## config.mk

```make
export PLATFORM = sky130hd
export DESIGN_NAME = npu_dot_sched
export DESIGN_NICKNAME = d
export VERILOG_FILES = /design/src/rtl/npu_dot_sched.sv
export SDC_FILE = /design/constraint.sdc
export NUM_CORES = 1
export LEC_CHECK = 0
export CAP_MARGIN = 25
export CORE_AREA = 3 3 138 140
export CTS_CLUSTER_SIZE = 10
export DETAILED_ROUTE_END_ITERATION = 8
export DIE_AREA = 0 0 141 143
export GPL_TIMING_DRIVEN = 1
export PLACE_DENSITY = 0.86
export RECOVER_POWER = 100
export SETUP_SLACK_MARGIN = 0.2
export SLEW_MARGIN = 30
export SYNTH_ARGS = -nofsm -noshare
export SYNTH_HDL_FRONTEND = slang
export SYNTH_SLANG_ARGS = --single-unit
```

## constraint.sdc

```tcl
create_clock -name clk -period 7.8 [get_ports clk]
set_input_delay 1.56 -clock clk [delete_from_list [all_inputs] [get_ports clk]]
set_output_delay 1.56 -clock clk [all_outputs]
set_load 0.02 [all_outputs]
```

## src/rtl/npu_dot_sched.sv

```systemverilog
// npu_dot_sched
// Shares one dual 18x18 signed multiply-add unit (37-bit dout, MAC_LAT cycles
// from operands to result) between two dot-product requesters. Jobs are
// granted round-robin and the grant is held for the whole job. The owner's
// beats stream onto mul_*, and a tag pipe of MAC_LAT stages marks which
// results are real. Tagged results are accumulated, and one result is
// returned per job.
// Optional build macro: NPU_DOT_SAT_EN selects a saturating accumulator.
// Without it, the accumulator wraps modulo 2^ACC_W.
module npu_dot_sched #(
  parameter int MAC_LAT = 2,
  parameter int ACC_W   = 48,
  parameter int CNT_W   = 16
) (
  input  logic             clk,
  input  logic             reset,
  input  logic [1:0]       req_valid,
  output logic [1:0]       req_ready,
  input  logic [1:0]       req_last,
  input  logic [71:0]      req_op0,
  input  logic [71:0]      req_op1,
  output logic             mul_ce,
  output logic [17:0]      mul_a0,
  output logic [17:0]      mul_b0,
  output logic [17:0]      mul_a1,
  output logic [17:0]      mul_b1,
  input  logic [36:0]      mul_dout,
  output logic             res_valid,
  input  logic             res_ready,
  output logic             res_id,
  output logic [ACC_W-1:0] res_data,
  output logic [CNT_W-1:0] res_beats
);

  typedef enum logic [1:0] {
    S_IDLE   = 2'd0,
    S_STREAM = 2'd1,
    S_DRAIN  = 2'd2,
    S_RESULT = 2'd3
  } state_t;

  state_t             state_q, state_d;
  logic               gnt_q, gnt_d;
  logic               last_gnt_q, last_gnt_d;
  logic [1:0]         req_ready_q, req_ready_d;
  logic               mul_ce_q, mul_ce_d;
  logic [71:0]        ops_q, ops_d;
  logic               t0v_q, t0v_d;
  logic               t0l_q, t0l_d;
  logic [MAC_LAT-1:0] pv_q, pv_d;
  logic [MAC_LAT-1:0] pl_q, pl_d;
  logic [ACC_W-1:0]   acc_q, acc_d;
  logic [CNT_W-1:0]   cnt_q, cnt_d;
  logic               res_valid_q, res_valid_d;

  logic [71:0]        sel_op_s;
  logic               sel_last_s;
  logic               accept_s;
  logic               emerge_v_s;
  logic               emerge_l_s;
  logic [1:0]         gnt_oh_s;
  logic [ACC_W-1:0]   dout_ext_s;

  // Accumulate one term: either wrap, or clamp on signed overflow.
  function automatic logic [ACC_W-1:0] acc_add(input logic [ACC_W-1:0] a,
                                               input logic [ACC_W-1:0] b);
    logic [ACC_W-1:0] s;
    s = a + b;
`ifdef NPU_DOT_SAT_EN
    if ((a[ACC_W-1] == b[ACC_W-1]) && (s[ACC_W-1] != a[ACC_W-1])) begin
      s = a[ACC_W-1] ? {1'b1, {(ACC_W-1){1'b0}}} : {1'b0, {(ACC_W-1){1'b1}}};
    end else begin
      s = s;
    end
`endif
    return s;
  endfunction

  assign sel_op_s   = gnt_q ? req_op1 : req_op0;
  assign sel_last_s = req_last[gnt_q];
  assign gnt_oh_s   = gnt_q ? 2'b10 : 2'b01;
  assign accept_s   = (state_q == S_STREAM) & req_valid[gnt_q] & req_ready_q[gnt_q];
  assign emerge_v_s = mul_ce_q & pv_q[MAC_LAT-1];
  assign emerge_l_s = pl_q[MAC_LAT-1];
  assign dout_ext_s = {{(ACC_W-37){mul_dout[36]}}, mul_dout};

  // Next-state, operand staging, tag pipe advance and accumulation.
  always_comb begin
    state_d     = state_q;
    gnt_d       = gnt_q;
    last_gnt_d  = last_gnt_q;
    req_ready_d = 2'b00;
    mul_ce_d    = 1'b0;
    ops_d       = 72'd0;
    t0v_d       = 1'b0;
    t0l_d       = 1'b0;
    pv_d        = pv_q;
    pl_d        = pl_q;
    acc_d       = acc_q;
    cnt_d       = cnt_q;
    res_valid_d = res_valid_q;

    // Tag pipe moves in lockstep with the multiplier's own pipeline.
    if (mul_ce_q) begin
      pv_d[0] = t0v_q;
      pl_d[0] = t0l_q;
      for (int i = 1; i < MAC_LAT; i++) begin
        pv_d[i] = pv_q[i-1];
        pl_d[i] = pl_q[i-1];
      end
    end else begin
      pv_d = pv_q;
    end

    if (emerge_v_s) begin
      acc_d = acc_add(acc_q, dout_ext_s);
    end else begin
      acc_d = acc_q;
    end

    case (state_q)
      S_IDLE: begin
        if (|req_valid) begin
          gnt_d       = (req_valid == 2'b11) ? ~last_gnt_q : req_valid[1];
          req_ready_d = gnt_d ? 2'b10 : 2'b01;
          mul_ce_d    = 1'b1;
          acc_d       = {ACC_W{1'b0}};
          cnt_d       = {CNT_W{1'b0}};
          state_d     = S_STREAM;
        end else begin
          state_d = S_IDLE;
        end
      end
      S_STREAM: begin
        mul_ce_d = 1'b1;
        if (accept_s) begin
          ops_d = sel_op_s;
          t0v_d = 1'b1;
          t0l_d = sel_last_s;
          cnt_d = cnt_q + CNT_W'(1);
          if (sel_last_s) begin
            state_d     = S_DRAIN;
            req_ready_d = 2'b00;
          end else begin
            req_ready_d = gnt_oh_s;
          end
        end else begin
          req_ready_d = gnt_oh_s;
        end
      end
      S_DRAIN: begin
        mul_ce_d = 1'b1;
        if (emerge_v_s && emerge_l_s) begin
          mul_ce_d    = 1'b0;
          res_valid_d = 1'b1;
          state_d     = S_RESULT;
        end else begin
          state_d = S_DRAIN;
        end
      end
      S_RESULT: begin
        if (res_valid_q && res_ready) begin
          res_valid_d = 1'b0;
          last_gnt_d  = gnt_q;
          state_d     = S_IDLE;
        end else begin
          state_d = S_RESULT;
        end
      end
      default: begin
        state_d = S_IDLE;
      end
    endcase
  end

  // State and datapath registers; reset aborts any job in flight.
  always_ff @(posedge clk or negedge reset) begin
    if (!reset) begin
      state_q     <= S_IDLE;
      gnt_q       <= 1'b0;
      last_gnt_q  <= 1'b1;
      req_ready_q <= 2'b00;
      mul_ce_q    <= 1'b0;
      ops_q       <= 72'd0;
      t0v_q       <= 1'b0;
      t0l_q       <= 1'b0;
      pv_q        <= {MAC_LAT{1'b0}};
      pl_q        <= {MAC_LAT{1'b0}};
      acc_q       <= {ACC_W{1'b0}};
      cnt_q       <= {CNT_W{1'b0}};
      res_valid_q <= 1'b0;
    end else begin
      state_q     <= state_d;
      gnt_q       <= gnt_d;
      last_gnt_q  <= last_gnt_d;
      req_ready_q <= req_ready_d;
      mul_ce_q    <= mul_ce_d;
      ops_q       <= ops_d;
      t0v_q       <= t0v_d;
      t0l_q       <= t0l_d;
      pv_q        <= pv_d;
      pl_q        <= pl_d;
      acc_q       <= acc_d;
      cnt_q       <= cnt_d;
      res_valid_q <= res_valid_d;
    end
  end

  assign req_ready = req_ready_q;
  assign mul_ce    = mul_ce_q;
  assign mul_a0    = ops_q[71:54];
  assign mul_b0    = ops_q[53:36];
  assign mul_a1    = ops_q[35:18];
  assign mul_b1    = ops_q[17:0];
  assign res_valid = res_valid_q;
  assign res_id    = gnt_q;
  assign res_data  = acc_q;
  assign res_beats = cnt_q;

endmodule

```

==> flow_metrics.env <==
export IMPL_status="finished, violations left"
export IMPL_violations="capacitance limit, slew limit"
export IMPL_worstSetupPathType="in -> reg"
export IMPL_synth_nets=1181
export IMPL_clkTransAtPathRegs_ns=0.06
export IMPL_fin_crit_ns=5.31
export IMPL_grt_pass1_wl_mm=44.4
export IMPL_sw_frac_of_total_pct=43.3
export IMPL_syn_cell_area_sq_mm=0.00870
export IMPL_async_reset_ff_share_pct=100
export IMPL_synth_commonest_cells="dfrtp_1 (149), nor2_1 (117), nand2_1 (113), a21oi_1 (92), mux2i_1 (74)"
export IMPL_hpwl_mm=21.8
export IMPL_synth_main_ff_cell="dfrtp_1"
export IMPL_relSlewSlack_pct=-195
export IMPL_vdd_drop_max_mv=0.193
export IMPL_drive_gt1_share_pct=3.88
export IMPL_yosys_warnings=0
export IMPL_clkPwrFrac_pct=19.2
export IMPL_die_area_sq_mm=0.0202
export IMPL_antenna_found_initial=4
export IMPL_synth_area_leader_cell="dfrtp_1"
export IMPL_hold_path_depth=1
export IMPL_p_sw_uw=1950
export IMPL_synth_area_leaders="dfrtp_1 (43%), mux2i_1 (8.5%), ha_1 (6.9%), a21oi_1 (5.3%), nor2_1 (5.0%)"
export IMPL_synth_top_area_share_pct=42.8
export IMPL_num_rows=49
export IMPL_htreeDepth=4
export IMPL_ys_ff_latch=150
export IMPL_wl_per_cell_um=19.3
export IMPL_leakagePower_uw=0.00615
export IMPL_overflow=0
export IMPL_insertion_delay_ns=0.42
export IMPL_seq_power_share_pct=26.4
export IMPL_ctsHoldBuffers=0
export IMPL_worstHoldEndpoint="pv_q[0]"
export IMPL_postLayoutCellArea_sq_mm=0.0127
export IMPL_place_area_sq_mm=0.0122
export IMPL_reg2reg_depth=5
export IMPL_r2r_end="res_data[34]"
export IMPL_wirelength_mm=28.9
export IMPL_drc=0
export IMPL_power_density_mw_per_mm2=354
export IMPL_ios=329
export IMPL_hold_viol=0
export IMPL_ant_nets=0
export IMPL_arrival_ns=5.61
export IMPL_worstHoldStart="t0v_q"
export IMPL_synth_edff_count=0
export IMPL_reg2reg_slack_ns=3.78
export IMPL_tightest_slew_ns=4.43
export IMPL_timing_setup_tns_ns=0
export IMPL_syn_inst=944
export IMPL_via_per_inst=5.62
export IMPL_start_util_pct=48.5
export IMPL_grt_util_all_layers_pct=28.2
export IMPL_synth_distinct_cells=58
export IMPL_crit_fanout=34
export IMPL_cts_root_buf="clkbuf_16"
export IMPL_power_frac_comb_pct=54.3
export IMPL_intPower_uw=2560
export IMPL_worstReg2RegStart="state_q[0]"
export IMPL_nNetsFinal=1487
export IMPL_drtIter0Drc=507
export IMPL_cts_resized=0
export IMPL_max_freq_ghz=0.188
export IMPL_tritoncts_num_buffers=17
export IMPL_fp_dieW_um=141
export IMPL_ys_seq_area_share_pct=43.1
export IMPL_grt_pass1_vias=8383
export IMPL_area_delta_synth_final_pct=46.4
export IMPL_min_path_type="reg -> reg"
export IMPL_end_kind="flip-flop"
export IMPL_clock_sinks=150
export IMPL_clockBufferDepth=2
export IMPL_postCtsSetupBuffers=0
export IMPL_die_h_um=143
export IMPL_fp_coreArea_sq_mm=0.0180
export IMPL_slew_viol_final=164
export IMPL_rsz0062_at_grt="no"
export IMPL_max_cap_violations=4
export IMPL_critPathLaunch="req_valid[1]"
export IMPL_num_vias=8419
export IMPL_period_share_pct=68.1
export IMPL_cts_tree="done"
export IMPL_critPathLaunchType="input pin"
export IMPL_setup_viol=0
export IMPL_yosysMostFrequentCell="dfrtp_1"
export IMPL_gp_congestion=0.930
export IMPL_firstDrtPassIters=5
export IMPL_skew_ns=0.00964
export IMPL_grt_max_degree=82
export IMPL_cp_data_required_time_ns=8.10
export IMPL_syn_area_per_cell_sq_um=9.22
export IMPL_port_buffers=328
[sequential cells by signal, summed over array words and instances, names as in the netlist]
register	cells
t0l_q	1
pv_q	2
res_id	1
res_beats	16
ops_q	72
t0v_q	1
res_data	48
mul_ce	1
last_gnt_q	1
state_q	2
req_ready	2
res_valid	1
pl_q	2
[cell type report]
cell class                      instances  area (sq um)
Inverter                               13          48.8
Clock inverter                          9           141
Tap cell                              229           287
Sequential cell                       150          3750
Fill cell                            1359          5220
Clock buffer                           23           478
Timing Repair Buffer                  335          3330
Antenna cell                            5          12.5
Multi-Input combinational cell        733          4700
[how the worst max path moves through the flow]
stage | endpoint | slack, ns | depth (start not counted)
3_3_place_gp | res_data[46] | 3.05 | 12
5_1_grt | res_data[6] | 1.66 | 1
6_report | res_data[34] | 2.49 | 7
4_1_cts | res_data[46] | 3.44 | 12
3_5_place_dp | res_data[46] | 3.00 | 12
2_1_floorplan | res_data[46] | 3.81 | 11
[layout by cell type, fill, tap and decap left out, drive strengths merged, types with 9 or more instances in the layout]
master and instances:
inv 14, xnor2 27, mux2i 74, a21o 29, xor2 23, nor2 117
and3 9, a21oi 93, o21bai 9, nand4 17, clkdlybuf4s50 183, nand2 113
nor3 20, ha 48, o21ai 46, dfrtp 149, dlygate4sd3 144, nand3 27
clkbuf 26
[per-layer routing]
layer / track usage, % / wire length (um) / share of wire, %
met2: 49.2 / 14900 / 51
met4: 12.0 / 992 / 3.4
met1: 30.9 / 10100 / 35
met3: 10.5 / 2930 / 10
met5: 0 / 0 / 0
[kinds of logic (layout without fill, tap and decap cells)]
logic type | after synthesis | in the layout | synth area share, %
AND/OR/NAND/NOR | 325 | 325 | 16.3
AO/OA/AOI/OAI | 229 | 229 | 16.5
flip-flops | 150 | 150 | 43.1
multiplexers | 80 | 80 | 9.29
buffers and inverters | 61 | 380 | 2.63
XOR/XNOR | 50 | 50 | 5.03
adder cells (fa/ha/maj) | 49 | 49 | 7.13
other | 0 | 5 | 0
[critical path, stage by stage]
cell	delay, ns
dlygate4sd3_1	0.60
nor2_1	0.08
nor3_1	1.47
clkbuf_1	1.34
nor3_1	0.17
a41oi_1	0.29
nand2_1	0.08
[power by group through the flow]
stage | Clock, uW | Sequential [uW] | Combinational [uW]
floorplan | 0 | 1390 | 1430
global placement | 0 | 1200 | 2490
detailed placement | 0 | 1220 | 2520
CTS | 880 | 1200 | 2540
global route | 912 | 1220 | 2670
finish | 868 | 1190 | 2450
[stage by stage]
stage | instances | hold slack [ns] | worst slack [ns] | power, uW | util [%]
6_report | 1497 | 0.479 | 2.49 | 4510 | 70.9
5_1_grt | 1495 | 0.497 | 1.66 | 4810 | 70.9
4_1_cts | 1492 | 0.487 | 3.44 | 4620 | 71.2
3_5_place_dp | 1460 | 0.470 | 3.00 | 3740 | 67.7
3_3_place_gp | 1460 | 0.457 | 3.05 | 3700 | 67.7
2_1_floorplan | 944 | 0.454 | 3.81 | 2810 | -
(Power assumes the default switching activity.)
